$ cat config.mk
export PLATFORM = sky130hd
export DESIGN_NAME = alu_uart_ctrl_flat
export DESIGN_NICKNAME = d
export VERILOG_FILES = /design/src/rtl/alu_uart_ctrl_if.sv /design/src/rtl/alu_uart_ctrl.sv /design/src/flat_wrapper.sv
export SDC_FILE = /design/constraint.sdc
export NUM_CORES = 1
export LEC_CHECK = 0
export ABC_AREA = 0
export CORE_ASPECT_RATIO = 1.75
export CORE_MARGIN = 3
export CORE_UTILIZATION = 62
export DETAILED_ROUTE_END_ITERATION = 8
export DONT_BUFFER_PORTS = 1
export GPL_TIMING_DRIVEN = 0
export MAX_ROUTING_LAYER = met4
export PLACE_DENSITY = 0.8
export RECOVER_POWER = 25
export SLEW_MARGIN = 20
export SYNTH_ARGS = -nofsm -noshare
export SYNTH_HDL_FRONTEND = slang
export SYNTH_SLANG_ARGS = --single-unit
$ cat constraint.sdc
create_clock -name clk -period 2.6 [get_ports clk]
set_input_delay 0.39 -clock clk [delete_from_list [all_inputs] [get_ports clk]]
set_output_delay 0.39 -clock clk [all_outputs]
set_load 0.02 [all_outputs]
$ cat src/rtl/alu_uart_ctrl_if.sv
// alu_uart_ctrl_if
// Bus between the ALU/UART frame controller and its environment.
//   master : the controller side. It receives the UART rx/tx handshakes and the ALU
//            result, and drives the operands, the opcode, the tx request and the status flags.
//   slave  : the environment side, made up of the UART receiver, transmitter and ALU.
// Signal names follow the controller's external pin names.
interface alu_uart_ctrl_if #(
  parameter int MAXTAM = 8,
  parameter int tam_OP = 6
);
  logic              rx_done;
  logic [MAXTAM-1:0] rx_data;
  logic [MAXTAM-1:0] alu_result;
  logic              tx_busy;
  logic              tx_done;
  logic [MAXTAM-1:0] A;
  logic [MAXTAM-1:0] B;
  logic [tam_OP-1:0] OP;
  logic              tx_start;
  logic [MAXTAM-1:0] tx_data;
  logic              busy;
  logic              err_timeout;
  logic              err_overrun;

  modport master (
    input  rx_done, rx_data, alu_result, tx_busy, tx_done,
    output A, B, OP, tx_start, tx_data, busy, err_timeout, err_overrun
  );

  modport slave (
    output rx_done, rx_data, alu_result, tx_busy, tx_done,
    input  A, B, OP, tx_start, tx_data, busy, err_timeout, err_overrun
  );
endinterface

$ cat src/rtl/alu_uart_ctrl.sv
// alu_uart_ctrl
// Collects a three-byte frame from a UART receiver: operand A, operand B and the opcode.
// It presents them to an external combinational ALU, latches the result, and sends the
// result back through a UART transmitter.
// Ports:
//   clk       : system clock. All state changes happen on the rising edge.
//   btn_Reset : synchronous, active-high reset. It overrides everything else.
//   bus       : alu_uart_ctrl_if.master, carrying the rx/tx handshakes, ALU operands/result and status.
// The idle timeout aborts a half-received frame. Bytes that arrive while a frame is executing
// or being sent are dropped and reported through the sticky err_overrun flag.
module alu_uart_ctrl #(
  parameter int MAXTAM  = 8,
  parameter int tam_OP  = 6,
  parameter int TIMEOUT = 1000000
) (
  input  logic            clk,
  input  logic            btn_Reset,
  alu_uart_ctrl_if.master bus
);

  localparam int CW = (TIMEOUT > 2) ? $clog2(TIMEOUT) : 1;
  localparam logic [CW-1:0] IDLE_MAX  = CW'(TIMEOUT - 1);
  localparam logic [CW-1:0] IDLE_ZERO = {CW{1'b0}};
  localparam logic [CW-1:0] IDLE_ONE  = {{(CW-1){1'b0}}, 1'b1};

  typedef enum logic [2:0] {
    WAIT_A  = 3'd0,
    WAIT_B  = 3'd1,
    WAIT_OP = 3'd2,
    EXEC    = 3'd3,
    SEND    = 3'd4,
    WAIT_TX = 3'd5
  } state_t;

  state_t            state_q;
  logic [MAXTAM-1:0] a_q;
  logic [MAXTAM-1:0] b_q;
  logic [tam_OP-1:0] op_q;
  logic [MAXTAM-1:0] tx_data_q;
  logic              tx_start_q;
  logic              busy_q;
  logic              err_timeout_q;
  logic              err_overrun_q;
  logic [CW-1:0]     idle_q;
  logic [CW-1:0]     idle_d;
  logic              idle_expired_s;
  logic              in_frame_exec_s;

  assign idle_expired_s  = (idle_q == IDLE_MAX);
  assign idle_d          = idle_q + IDLE_ONE;
  // In these states the controller cannot accept a new byte.
  assign in_frame_exec_s = (state_q == EXEC) || (state_q == SEND) || (state_q == WAIT_TX);

  // Frame FSM. All outputs are registered and updated together with the state.
  always_ff @(posedge clk) begin
    if (btn_Reset) begin
      state_q       <= WAIT_A;
      a_q           <= {MAXTAM{1'b0}};
      b_q           <= {MAXTAM{1'b0}};
      op_q          <= {tam_OP{1'b0}};
      tx_data_q     <= {MAXTAM{1'b0}};
      tx_start_q    <= 1'b0;
      busy_q        <= 1'b0;
      err_timeout_q <= 1'b0;
      err_overrun_q <= 1'b0;
      idle_q        <= IDLE_ZERO;
    end else begin
      tx_start_q <= 1'b0;
      case (state_q)
        WAIT_A: begin
          idle_q <= IDLE_ZERO;
          if (bus.rx_done) begin
            a_q           <= bus.rx_data;
            err_timeout_q <= 1'b0;
            busy_q        <= 1'b1;
            state_q       <= WAIT_B;
          end
        end
        WAIT_B: begin
          // An accepted byte takes priority over a timeout in the same cycle.
          if (bus.rx_done) begin
            b_q     <= bus.rx_data;
            idle_q  <= IDLE_ZERO;
            state_q <= WAIT_OP;
          end else if (idle_expired_s) begin
            idle_q        <= IDLE_ZERO;
            err_timeout_q <= 1'b1;
            busy_q        <= 1'b0;
            state_q       <= WAIT_A;
          end else begin
            idle_q <= idle_d;
          end
        end
        WAIT_OP: begin
          if (bus.rx_done) begin
            op_q    <= bus.rx_data[tam_OP-1:0];
            idle_q  <= IDLE_ZERO;
            state_q <= EXEC;
          end else if (idle_expired_s) begin
            idle_q        <= IDLE_ZERO;
            err_timeout_q <= 1'b1;
            busy_q        <= 1'b0;
            state_q       <= WAIT_A;
          end else begin
            idle_q <= idle_d;
          end
        end
        EXEC: begin
          // The ALU has had one full cycle with the new OP, so its result is stable here.
          tx_data_q <= bus.alu_result;
          state_q   <= SEND;
        end
        SEND: begin
          if (!bus.tx_busy) begin
            tx_start_q <= 1'b1;
            state_q    <= WAIT_TX;
          end
        end
        WAIT_TX: begin
          if (bus.tx_done) begin
            busy_q  <= 1'b0;
            state_q <= WAIT_A;
          end
        end
        default: begin
          idle_q  <= IDLE_ZERO;
          busy_q  <= 1'b0;
          state_q <= WAIT_A;
        end
      endcase
      if (bus.rx_done && in_frame_exec_s) begin
        err_overrun_q <= 1'b1;
      end
    end
  end

  assign bus.A           = a_q;
  assign bus.B           = b_q;
  assign bus.OP          = op_q;
  assign bus.tx_start    = tx_start_q;
  assign bus.tx_data     = tx_data_q;
  assign bus.busy        = busy_q;
  assign bus.err_timeout = err_timeout_q;
  assign bus.err_overrun = err_overrun_q;

endmodule

$ cat src/flat_wrapper.sv
// flat-port wrapper written by rule: the top's interface ports become plain ports
module alu_uart_ctrl_flat 
#(
  parameter int MAXTAM  = 8,
  parameter int tam_OP  = 6,
  parameter int TIMEOUT = 1000000
)
  (clk, btn_Reset, bus_rx_done, bus_rx_data, bus_alu_result, bus_tx_busy, bus_tx_done, bus_A, bus_B, bus_OP, bus_tx_start, bus_tx_data, bus_busy, bus_err_timeout, bus_err_overrun);
  alu_uart_ctrl_if #(.MAXTAM(MAXTAM), .tam_OP(tam_OP)) bus_i ();
  input  logic clk;
  input  logic btn_Reset;
  input wire logic [$bits(bus_i.rx_done)-1:0] bus_rx_done;
  input wire logic [$bits(bus_i.rx_data)-1:0] bus_rx_data;
  input wire logic [$bits(bus_i.alu_result)-1:0] bus_alu_result;
  input wire logic [$bits(bus_i.tx_busy)-1:0] bus_tx_busy;
  input wire logic [$bits(bus_i.tx_done)-1:0] bus_tx_done;
  output wire logic [$bits(bus_i.A)-1:0] bus_A;
  output wire logic [$bits(bus_i.B)-1:0] bus_B;
  output wire logic [$bits(bus_i.OP)-1:0] bus_OP;
  output wire logic [$bits(bus_i.tx_start)-1:0] bus_tx_start;
  output wire logic [$bits(bus_i.tx_data)-1:0] bus_tx_data;
  output wire logic [$bits(bus_i.busy)-1:0] bus_busy;
  output wire logic [$bits(bus_i.err_timeout)-1:0] bus_err_timeout;
  output wire logic [$bits(bus_i.err_overrun)-1:0] bus_err_overrun;
  assign bus_i.rx_done = bus_rx_done;
  assign bus_i.rx_data = bus_rx_data;
  assign bus_i.alu_result = bus_alu_result;
  assign bus_i.tx_busy = bus_tx_busy;
  assign bus_i.tx_done = bus_tx_done;
  assign bus_A = bus_i.A;
  assign bus_B = bus_i.B;
  assign bus_OP = bus_i.OP;
  assign bus_tx_start = bus_i.tx_start;
  assign bus_tx_data = bus_i.tx_data;
  assign bus_busy = bus_i.busy;
  assign bus_err_timeout = bus_i.err_timeout;
  assign bus_err_overrun = bus_i.err_overrun;
  alu_uart_ctrl #(.MAXTAM(MAXTAM), .tam_OP(tam_OP), .TIMEOUT(TIMEOUT)) u_core (.clk(clk), .btn_Reset(btn_Reset), .bus(bus_i));
endmodule
# Word-level counts from Yosys, hierarchy flattened
# Cells that the tools add are included.
[totals]
output_inout_bits = 34
regBits = 57
inputBits = 21
[op_classes]
add_sub_neg = 1
n_reduce_logical = 15
bitwise = 2
n_eq_ne = 11
mux = 20
[ops]
columns = ["op", "count"]
rows = [
  ["$mux W20", 2],
  ["$pmux W20 S2", 1],
  ["$add A20 B1 Y20 const B", 1],
  ["$eq A20 B20 Y1 const B", 1],
  ["$mux W3", 6],
  ["$pmux W3 S6", 1],
  ["$mux W1", 8],
  ["$ne A2 B2 Y1 const B", 4],
  ["$eq A3 B2 Y1 const B", 2],
  ["$eq A3 B3 Y1 const B", 2],
  ["$reduce_and A2 Y1", 3],
  ["$reduce_or A2 Y1", 3],
  ["$reduce_and A5 Y1", 1],
  ["$pmux W1 S4", 1],
  ["$reduce_and A4 Y1", 1],
  ["$eq A3 B1 Y1 const B", 1],
  ["$logic_not A3 Y1", 1],
  ["$reduce_and A3 Y1", 1],
  ["$reduce_or A3 Y1", 1],
  ["$logic_or A1 B1 Y1", 2],
  ["$ne A2 B1 Y1 const B", 1],
  ["$not A1 Y1", 2],
  ["$pmux W1 S2", 1],
  ["$reduce_bool A2 Y1", 1],
  ["$logic_and A1 B1 Y1", 1],
]

# Depth between registers and ports, before layout
[depth]
ltp_word = 4
depth_mapped = 7
ltp_nobuf = 6

# Worst setup path before layout
# OpenSTA, ideal clock, no wires.
[synth_timing]
path_kind = "reg-to-reg"
start = "register u_core.idle_q[12]"
end = "register u_core.idle_q[8]"
path_buffers = 1
stages_incl_launch_ff = 7
setup_slack_ps = 641
t_required_ps = 2485
arrival_time_ps = 1845
period_less_slack_ps = 1959
cell_sequence = "dfxtp_1 -> or3b_1 -> nor4_4 -> a211oi_1 -> o31ai_4 -> buf_6 -> nor2_1"
[synth_between]
elab_chain_len = 4
[synth_lines]
columns = ["item", "line_no", "source"]
rows = [
  ["start, declared", "alu_uart_ctrl.sv:44", "logic [CW-1:0] idle_q;"],
  ["start signal, assigned", "alu_uart_ctrl.sv:91", "idle_q <= idle_d;"],
  ["start signal, assigned", "alu_uart_ctrl.sv:105", "idle_q <= idle_d;"],
  ["$eq A20 B20 Y1", "alu_uart_ctrl.sv:49", "assign idle_expired_s = (idle_q == IDLE_MAX);"],
  ["$mux W20", "alu_uart_ctrl.sv:85, alu_uart_ctrl.sv:99", ""],
  ["$mux W20", "alu_uart_ctrl.sv:81", "if (bus.rx_done) begin"],
  ["$pmux W20 S2", "alu_uart_ctrl.sv:69", "case (state_q)"],
]
# Every way passes these cells.
# A chain may end at the register's enable or synchronous reset.

# Final worst setup path
[layout_timing]
start = "register u_core.idle_q[14]"
end = "register u_core.idle_q[5]"
# The elaborated chain is that of the path after synthesis.

==> impl_metrics.env <==
export IMPL_critPathMaxFanout=10
export IMPL_layout_nets=317
export IMPL_power_frac_clock_pct=43.3
export IMPL_ant_nets=0
export IMPL_slew_viol_final=0
export IMPL_p_leak_nw=0.898
export IMPL_finalPower_mw=1.93
export IMPL_crit_path_start="u_core.idle_q[14]"
export IMPL_peakVddDrop_uv=617
export IMPL_route_vias_total=2007
export IMPL_finalClockSkew_ns=0.00764
export IMPL_clk_pin_slew_worst_paths_ns=0.07
export IMPL_slowest_stage="o31ai_4"
export IMPL_crit_path_start_kind="register"
export IMPL_r2r_start="u_core.idle_q[14]"
export IMPL_cp_end_kind="register"
export IMPL_synthArstFlopShare_pct=0
export IMPL_switchingPower_mw=0.526
export IMPL_powerDensity_nw_per_um2=712
export IMPL_post_cts_setup_buffers=0
export IMPL_cp_data_arrival_time_ns=2.47
export IMPL_drt_pass1_iterations=6
export IMPL_finalSetupTns_ns=0
export IMPL_ys_types=43
export IMPL_fin_crit_sh_pct=86.1
export IMPL_area_delta_synth_final_pct=10.5
export IMPL_slowest_delay_ns=0.49
export IMPL_crit_path_end="u_core.idle_q[5]"
export IMPL_grt_pass1_wl_mm=9.00
export IMPL_p_int_mw=1.40
export IMPL_clk_latency_ns=0.34
export IMPL_worstPathRequired_ns=2.83
export IMPL_post_cts_resize_count=0
export IMPL_initial_core_util_pct=66.2
export IMPL_synthesis_nets=306
export IMPL_layout_cells_most_common="dfxtp_1"
export IMPL_io_pin_count=55
export IMPL_die_area_um2=4770
export IMPL_hp_class="in2reg"
export IMPL_cts_tree="done"
export IMPL_p_seq_share_pct=49.4
export IMPL_die_h_um=89.2
export IMPL_diodes=0
export IMPL_cap_violations=0
export IMPL_rsz0062_at_grt="no"
export IMPL_path_depth=6
export IMPL_grt_pass1_vias=2055
export IMPL_switching_share_pct=27.3
export IMPL_wirelength_mm=5.50
export IMPL_vias_per_cell=5.80
export IMPL_drc=0
export IMPL_worst_path_buf_inv=1
export IMPL_worstSetupPathType="reg2reg"
export IMPL_htree_levels=3
export IMPL_layout_common_cells="dfxtp_1 (57), nand2_1 (45), nor2_1 (43), a21oi_1 (23), mux2i_1 (14)"
export IMPL_hold_viol=0
export IMPL_cts_hold_buf=0
export IMPL_grt_max_degree=13
export IMPL_antenna_found_initial=0
export IMPL_routabilityCongestion=0.819
export IMPL_io_buffers=0
export IMPL_status="complete, no violations"
export IMPL_worst_r2r_cell_count=6
export IMPL_cts_sinks=57
export IMPL_slew_headroom_pct=34.8
export IMPL_fmax_mhz=447
export IMPL_core_rowCount=29
export IMPL_fin_crit_ns=2.24
export IMPL_hpwl_mm=4.07
export IMPL_power_share_combinational_pct=7.3
export IMPL_drive_gt1_share_pct=8.00
export IMPL_tightest_slew_ns=0.971
export IMPL_ys_warn_count=0
export IMPL_drt_iter0_markers=67
export IMPL_ff2ff_setup_slack_ns=0.36
export IMPL_coreArea_um2=3700
export IMPL_netlist_instances=284
export IMPL_worstPathCellList="or3b_1 -> nor4_4 -> a211oi_1 -> o31ai_4 -> buf_6 -> nor2_1"
export IMPL_root_buffer="clkbuf_8"
export IMPL_avgSynthCellArea_um2=8.63
export IMPL_ys_seq_area_share_pct=46.6
export IMPL_regToRegEndpoint="u_core.idle_q[5]"
export IMPL_setup_viol=0
export IMPL_finish_utilization_pct=73.2
export IMPL_synth_edf_count=0
export IMPL_cts_buffers=9
export IMPL_synth_seq_cells=57
export IMPL_track_usage_pct=26.8
export IMPL_netlist_area_um2=2450
export IMPL_ys_flop_type="dfxtp_1"
export IMPL_grt_overflow_total=0
export IMPL_chipWidth_um=53.5
export IMPL_wl_per_cell_um=15.9
export IMPL_cts_buffer_depth=2
export IMPL_hold_depth=1
export IMPL_cp_top_family="simple AND/OR/NAND/NOR gates"
## cells in the mapped netlist (5+ instances only)
master    instances  area, µm²
clkbuf_1          9       33.8
mux2i_1          14        140
nor3_1            6       30.0
xor2_1            7       61.3
nand2_1          45        169
nand3_1          11       55.1
nor2_1           43        161
dfxtp_1          57       1140
a21oi_1          23        115
nand2b_1          5       31.3
xnor2_1          10       87.6
## per-stage QoR
step / instances / setup WS (ns) / hold WS, ns / area, µm²
finish: 346 / 0.363 / 0.130 / 2710
global route: 346 / 0.214 / 0.128 / 2710
CTS: 346 / 0.357 / 0.127 / 2710
detailed placement: 330 / 0.368 / 0.482 / 2510
global placement: 330 / 0.384 / 0.487 / 2510
floorplan: 284 / 0.641 / 0.468 / 2450
## worst min-delay path by stage
stage                           start                  end  slack, ns
global route              bus_tx_busy  u_core.bus.tx_start       0.13
global placement          bus_tx_busy  u_core.bus.tx_start       0.49
finish                    bus_tx_busy  u_core.bus.tx_start       0.13
detailed placement        bus_tx_busy  u_core.bus.tx_start       0.48
floorplan           u_core.idle_q[11]    u_core.idle_q[11]       0.47
CTS                       bus_tx_busy  u_core.bus.tx_start       0.13
## worst register-to-register path: stages, from the launching register on
cell      delay, ns
dfxtp_1        0.41
or3b_1         0.42
nor4_4         0.37
a211oi_1       0.16
o31ai_4        0.49
buf_6          0.22
nor2_1         0.06
## final cells by class
class / count / area (µm²)
Multi-Input combinational cell: 211 / 1240
Clock buffer: 9 / 124
Tap cell: 46 / 57.6
Buffer: 12 / 55.1
Clock inverter: 7 / 76.3
Sequential cell: 57 / 1140
Inverter: 4 / 15.0
Fill cell: 301 / 993
## logic make-up after synthesis
kind of cell               synth area share, %
AOI/OAI and AO/OA                         9.81
xor gates and xnor gates                  6.08
adders and majority gates                0.511
buffers and inverters                     2.86
DFF                                       46.6
muxes                                     5.72
and+or+nand+nor                           28.4
## power by group through the flow
stage	registers [mW]	clock network (mW)	logic, mW
floorplan	0.966	0	0.113
global placement	0.972	0	0.139
finish	0.952	0.835	0.142
detailed placement	0.972	0	0.143
global route	0.955	0.881	0.159
CTS	0.953	0.836	0.143
## sequential cells by signal, summed over array words and instances, names as in the netlist
signal                  cells
u_core.bus.A                8
u_core.state_q              3
u_core.bus.tx_start         1
u_core.bus.err_timeout      1
u_core.bus.err_overrun      1
u_core.bus.OP               6
u_core.bus.B                8
u_core.bus.busy             1
u_core.idle_q              20
u_core.bus.tx_data          8
## routing by layer
metal / part of all wire, % / wire length, µm / GRT usage, % / vias to the layer above
met5: 0 / 0 / - / -
met4: 2.3 / 125 / 14.0 / 0
met3: 6.1 / 335 / 5.84 / 11
met2: 57 / 3110 / 49.1 / 57
met1: 35 / 1930 / 24.8 / 938
li1: - / - / - / 1001
Note: power is estimated with default switching activity, not from simulation.
